--- src/rtl/serial_load_ctrl.sv ---
// serial_load_ctrl: assembles a framed serial bitstream into a WIDTH-bit word.
// The word is presented on dout with a one-cycle load strobe for a downstream
// bank of loadable register cells.
//
// Parameters:
//   WIDTH     - data bits per frame and the width of dout (2..32)
//   MSB_FIRST - 1: the first received bit lands in dout[WIDTH-1]
//               0: the first received bit lands in dout[0]
//
// Ports:
//   clk       - system clock, rising edge
//   arst      - synchronous active-high reset
//   start     - frame start strobe (acts as a restart while a frame is open)
//   din       - serial data bit
//   din_valid - din is sampled in cycles where this is 1
//   dout      - assembled word, held between loads
//   load      - one-cycle strobe, dout is new in this cycle
//   busy      - 1 whenever the controller is not idle
//   abort     - one-cycle pulse when a frame is abandoned by a restart
//   perr      - one-cycle parity error pulse (constant 0 without parity)
//
// Optional feature macro: SERIAL_LOAD_PARITY_EN
//   When defined, an even-parity bit follows the WIDTH data bits. A parity
//   mismatch pulses perr, suppresses load and leaves dout unchanged.
//   All outputs are registered.

module serial_load_ctrl #(
  parameter int unsigned WIDTH     = 8,
  parameter int unsigned MSB_FIRST = 1
) (
  input  logic             clk,
  input  logic             arst,
  input  logic             start,
  input  logic             din,
  input  logic             din_valid,
  output logic [WIDTH-1:0] dout,
  output logic             load,
  output logic             busy,
  output logic             abort,
  output logic             perr
);

  localparam int unsigned CW = $clog2(WIDTH + 1);

`ifdef SERIAL_LOAD_PARITY_EN
  typedef enum logic [1:0] {
    S_IDLE   = 2'd0,
    S_SHIFT  = 2'd1,
    S_LOAD   = 2'd2,
    S_PARITY = 2'd3
  } state_t;
`else
  typedef enum logic [1:0] {
    S_IDLE  = 2'd0,
    S_SHIFT = 2'd1,
    S_LOAD  = 2'd2
  } state_t;
`endif

  state_t           state;
  logic [CW-1:0]    cnt;
  logic [WIDTH-1:0] sreg;
  logic [WIDTH-1:0] shift_nxt;
  logic             last_bit;

  // Shift register contents after accepting the current din.
  if (MSB_FIRST != 0) begin : g_msb_first
    assign shift_nxt = {sreg[WIDTH-2:0], din};
  end else begin : g_lsb_first
    assign shift_nxt = {din, sreg[WIDTH-1:1]};
  end

  assign last_bit = (cnt == CW'(WIDTH - 1));

`ifdef SERIAL_LOAD_PARITY_EN
  // Even parity: data bits plus parity bit must XOR to zero.
  logic par_ok;
  assign par_ok = ~(^{sreg, din});
`else
  assign perr = 1'b0;
`endif

  // Frame controller; pulse outputs default low every cycle.
  always_ff @(posedge clk) begin
    if (arst) begin
      state <= S_IDLE;
      cnt   <= '0;
      sreg  <= '0;
      dout  <= '0;
      load  <= 1'b0;
      busy  <= 1'b0;
      abort <= 1'b0;
`ifdef SERIAL_LOAD_PARITY_EN
      perr  <= 1'b0;
`endif
    end else begin
      load  <= 1'b0;
      abort <= 1'b0;
`ifdef SERIAL_LOAD_PARITY_EN
      perr  <= 1'b0;
`endif
      case (state)
        S_IDLE: begin
          if (start) begin
            state <= S_SHIFT;
            cnt   <= '0;
            sreg  <= '0;
            busy  <= 1'b1;
          end
        end

        S_SHIFT: begin
          if (start) begin
            // Restart: drop partial bits, stay in SHIFT, din not sampled.
            abort <= 1'b1;
            cnt   <= '0;
            sreg  <= '0;
          end else if (din_valid) begin
            sreg <= shift_nxt;
            cnt  <= cnt + CW'(1);
            if (last_bit) begin
`ifdef SERIAL_LOAD_PARITY_EN
              state <= S_PARITY;
`else
              state <= S_LOAD;
              dout  <= shift_nxt;
              load  <= 1'b1;
`endif
            end
          end
        end

`ifdef SERIAL_LOAD_PARITY_EN
        S_PARITY: begin
          if (start) begin
            state <= S_SHIFT;
            abort <= 1'b1;
            cnt   <= '0;
            sreg  <= '0;
          end else if (din_valid) begin
            if (par_ok) begin
              state <= S_LOAD;
              dout  <= sreg;
              load  <= 1'b1;
            end else begin
              state <= S_IDLE;
              perr  <= 1'b1;
              busy  <= 1'b0;
              cnt   <= '0;
            end
          end
        end
`endif

        S_LOAD: begin
          // Back-to-back frames: start in the load cycle opens the next one.
          cnt  <= '0;
          sreg <= '0;
          if (start) begin
            state <= S_SHIFT;
          end else begin
            state <= S_IDLE;
            busy  <= 1'b0;
          end
        end

        default: begin
          state <= S_IDLE;
          busy  <= 1'b0;
          cnt   <= '0;
        end
      endcase
    end
  end

endmodule

--- config.mk ---
export PLATFORM = sky130hd
export DESIGN_NAME = serial_load_ctrl
export DESIGN_NICKNAME = d
export VERILOG_FILES = /design/src/rtl/serial_load_ctrl.sv
export SDC_FILE = /design/constraint.sdc
export NUM_CORES = 1
export LEC_CHECK = 0
export ABC_CLOCK_PERIOD_IN_PS = 2700
export BUFFER_PORTS_ARGS = -buffer_cell sky130_fd_sc_hd__buf_2
export CAP_MARGIN = 20
export CORE_MARGIN = 3
export CORE_UTILIZATION = 40
export CTS_CLUSTER_DIAMETER = 60
export DETAILED_ROUTE_END_ITERATION = 6
export HOLD_SLACK_MARGIN = 0.08
export MAX_ROUTING_LAYER = met4
export PLACE_DENSITY = 0.71
export SYNTH_ARGS = -nofsm -noshare
export SYNTH_HDL_FRONTEND = slang
export SYNTH_SLANG_ARGS = --single-unit
--- constraint.sdc ---
create_clock -name clk -period 2.7 [get_ports clk]
set_input_delay 0.54 -clock clk [delete_from_list [all_inputs] [get_ports clk]]
set_output_delay 0.54 -clock clk [all_outputs]
set_load 0.005 [all_outputs]
# Yosys cells after proc, flatten, opt, wreduce, memory -nomap -nowiden
# Cells that the tools add are included.
# op_classes
addsub	1
bitwise	3
reduce_logical	9
mux	19
eq_ne	9
# ops
operator	n
$mux W7	3
$pmux W7 S3	1
$mux W4	3
$ne A2 B2 Y1 const B	5
$mux W2	4
$pmux W4 S2	1
$reduce_and A4 Y1	2
$pmux W2 S3	1
$reduce_and A3 Y1	2
$mux W1	5
$add A4 B1 Y4 const B	1
$eq A4 B3 Y1 const B	1
$reduce_or A4 Y1	1
$ne A3 B3 Y1 const B	1
$not A1 Y1	3
$pmux W1 S3	1
$reduce_bool A3 Y1	1
$eq A2 B1 Y1 const B	1
$eq A2 B2 Y1 const B	1
$logic_not A2 Y1	1
$reduce_and A2 Y1	1
$reduce_or A2 Y1	1
# totals
word_cells	48
in_bits	5
out_inout_bits	12
ff_bits	24

# Longest topological paths before layout
# depth
ltp_word	5
mapped_depth	5
ltp_nobuf	4

# Worst setup path before layout
# Ideal clock, no wire load.
# synth_path
path_type	input -> register
from	input port start
to	register dout[0]
t_required_ps	2568
n_path_buf	1
setup_ps	132
path_slack_ps	1354
t_arrival_ps	1214
path_stages	4
cell_sequence	or3b_1 > buf_2 > o21ai_1 > a21oi_1
# synth_via
elab_chain_len	2
# synth_rtl
element	line	source
start, declared	33	input logic start,
$not A1 Y1 (no source line)	n/a	
$reduce_and A4 Y1 (no source line)	n/a	
end signal, assigned	126	dout <= shift_nxt;
end, declared	36	output logic [WIDTH-1:0] dout,
# No other way between the ends.
# A chain may end at the register's enable or synchronous reset.

# Final worst setup path
# layout_path
from	register state[0]
to	register dout[7]
# layout_via
elab_chain_len	2
# layout_rtl
element	line	source
start, declared	60	state_t state;
start signal, assigned	86	state <= S_IDLE;
start signal, assigned	105	state <= S_SHIFT;
start signal, assigned	125	state <= S_LOAD;
$eq A2 B1 Y1	102	case (state)
$reduce_and A4 Y1 (no source line)	n/a	
# No other way between the ends.

==> qor.yml <==
worst_setup_path:
  critPathKind: "flop to flop"
  ff2ff_path_depth: 3
  critPathMaxFanout: 12
  endpoint_kind: "flop"
  endpoint: "dout[7]$_SDFFE_PP0P_"
  cp-startpoint: "state[0]$_SDFFE_PP0P_"
  r2r_setup_slack_ns: 1.11
  worstPathRequired_ns: 2.96
  cp.arrival_ns: 1.85
  start_kind: "flop"
  worstReg2RegEnd: "dout[7]$_SDFFE_PP0P_"
  r2r_start: "state[0]$_SDFFE_PP0P_"
routing:
  wl_per_cell_um: 13.5
  remaining_drc_errors: 0
  vias_per_cell: 5.41
  vias: 812
  antenna_left: 0
  first_pass_iters: 6
  drt-total-wl_mm: 2.02
  drt-initial-drc-count: 12
power:
  ir_drop_mv: 0.366
  netSwitchingPower_mw: 0.140
  p_int_mw: 0.456
  pwr-share-comb_pct: 6.5
  p_sw_share_pct: 23.5
  p_leak_nw: 0.453
  power.clock.fraction_pct: 32.7
  power_density_mw_per_mm2: 516
  p_seq_share_pct: 60.8
cells_and_area:
  seqCellArea_sq_um: 480
  nFillCells: 234
  area_growth_pct: 10.4
  final_nets: 129
  n_antenna_cell: 0
  final_common_cell: "dfxtp_1"
  final_cell_mix: "dfxtp_1, buf_2, nand2b_1"
  drive_gt1_share_pct: 18.9
  multiInputGateArea_sq_um: 526
clock_network:
  cts_setup_buffers: 0
  cts_root_buf: "clkbuf_4"
  holdBufCountCts: 0
  clk_latency_ns: 0.32
  cts_tree: "done"
  clockBufferDepth: 2
  numCtsBuffers: 3
  htree_levels: 1
  cts_sinks: 24
  clk_pin_slew_ns: 0.13
  ctsResizeCount: 0
die:
  die-width_um: 57.2
  start_util_pct: 44.8
  io_pins: 17
  rows: 17
  die_area_sq_mm: 0.00327
  core_area_sq_mm: 0.00234
  die_y_um: 57.2
yosys:
  synth_cells: 110
  synth_mux_area_share_pct: 6.69
  synth_fa_ha_area_share_pct: 2.15
  synth_simple_gate_area_share_pct: 27.2
  syn_area_per_cell_sq_um: 9.52
  yosysSeqAreaShare_pct: 45.9
  synth_warnings: 0
  synth_seq_cells: 24
  syn_nets: 116
  synth_compound_area_share_pct: 12.1
  synthXorXnorAreaFrac_pct: 1.67
  syn_area_sq_mm: 0.00105
  synth_cell_types: 29
  synth_top_family_by_area: "simple AND/OR/NAND/NOR gates"
placement:
  portBuffers: 15
  gp_congestion: 0.808
  hpwl_mm: 1.46
timing:
  hold_viol: 0
  rsz0062_at_grt: "false"
  skew_ns: 0.00159
  slew_headroom_pct: 53.2
  fin_tns_setup_ns: 0
  tightest_slew_ns: 0.700
  drv_slew: 0
  period_needed_ns: 1.59
  setup_viol: 0
  hold_slack_ns: 0.484
  finalCritPeriodShare_pct: 58.8
  fmax_mhz: 630
global_route:
  antenna_found_initial: 0
  track_usage_pct: 14.1
  grt_max_degree: 23
  grt_pass1_wl_mm: 3.57
  grt_pass1_vias: 778
  overflow: 0
min_path:
  hold_path_class: "flop to flop"
status:
  outcome: "completed"
job:
  drv_cap: 0
## power by group through the flow
stage          clock network [mW]  logic [mW]  registers, mW
2_1_floorplan                   0      0.0327          0.367
3_3_place_gp                    0      0.0379          0.370
3_5_place_dp                    0      0.0388          0.370
4_1_cts                     0.193      0.0389          0.363
5_1_grt                     0.203      0.0440          0.363
6_report                    0.195      0.0390          0.363
## cell families (layout without fill, tap and decap cells)
logic type	after synthesis	in the layout
buf+inv	8	20
xor+xnor	2	2
compound gates	22	22
mux	7	7
fa+ha+maj	2	2
other cells	1	1
simple gates	44	44
flops	24	24
## synthesized netlist by cell type
cell      instances  area (sq um)
or3b_1            1          8.76
a22oi_4           1          21.3
xor2_1            2          17.5
dfxtp_1          24           480
and4b_1           2          20.0
nand2b_1         14          87.6
nand4_1           8          50.1
o21ai_1           9          45.0
ha_1              1          12.5
mux2i_1           7          70.1
buf_4             2          15.0
or3_1             2          12.5
nor2_1            4          15.0
nand3b_1          1          7.51
maj3_1            1          10.0
nand2_1           2          7.51
and2_1            1          6.26
clkbuf_1          2          7.51
o21ai_0           1          5.00
nand2_2           1          6.26
nor3b_2           2          25.0
conb_1            1          3.75
a21oi_1          11          55.1
and3b_1           1          8.76
buf_2             3          15.0
nand3_1           3          15.0
nor2b_1           1          6.26
nand4b_1          1          8.76
inv_1             1          3.75
## worst min path at each step
stage                         startpoint                   end  slack, ns  cells after the start
detailed placement   cnt[1]$_SDFFE_PP0P_   cnt[1]$_SDFFE_PP0P_       0.47                      2
global placement    dout[5]$_SDFFE_PP0P_  dout[5]$_SDFFE_PP0P_       0.46                      2
global route                         din  dout[0]$_SDFFE_PP0P_       0.51                      3
finish               cnt[1]$_SDFFE_PP0P_   cnt[1]$_SDFFE_PP0P_       0.48                      2
CTS                  cnt[1]$_SDFFE_PP0P_   cnt[1]$_SDFFE_PP0P_       0.49                      2
floorplan           sreg[6]$_SDFFE_PP0P_  sreg[6]$_SDFFE_PP0P_       0.45                      2
## metrics by stage
step                      setup WS, ns  cell area, sq um  total power [mW]  util (%)  cells
after floorplan                   1.35              1050             0.400         -    110
after global placement            1.14              1120             0.408      47.9    146
after detailed placement          1.12              1120             0.409      47.9    146
after CTS                         1.13              1160             0.595      49.4    150
after global routing             0.959              1160             0.611      49.4    150
final                             1.11              1160             0.596      49.4    150
## per-layer routing
layer  global-route usage [%]  part of all wire, %
met5                        -                    0
met4                     5.96                  1.9
met3                     2.71                  3.5
met2                     21.7                   46
met1                     17.9                   48
## final cells by class
type / instances / area share, %
well taps: 28 / 3.03
repair buffers: 15 / 6.49
inverters: 1 / 0.325
flip-flops and latches: 24 / 41.6
multi-input cells: 78 / 45.5
clock buffers: 4 / 3.14
## worst max-delay path, stage by stage (launching register included)
cell,delay (ns)
dfxtp_1,0.53
nor2b_1,0.63
nand4_1,0.19
a21oi_1,0.18
## registers in the layout, summed over array words and instances (netlist names)
name / count
load: 1
busy: 1
abort: 1
dout: 8
sreg: 7
state: 2
cnt: 4
(Power assumes the default switching activity.)
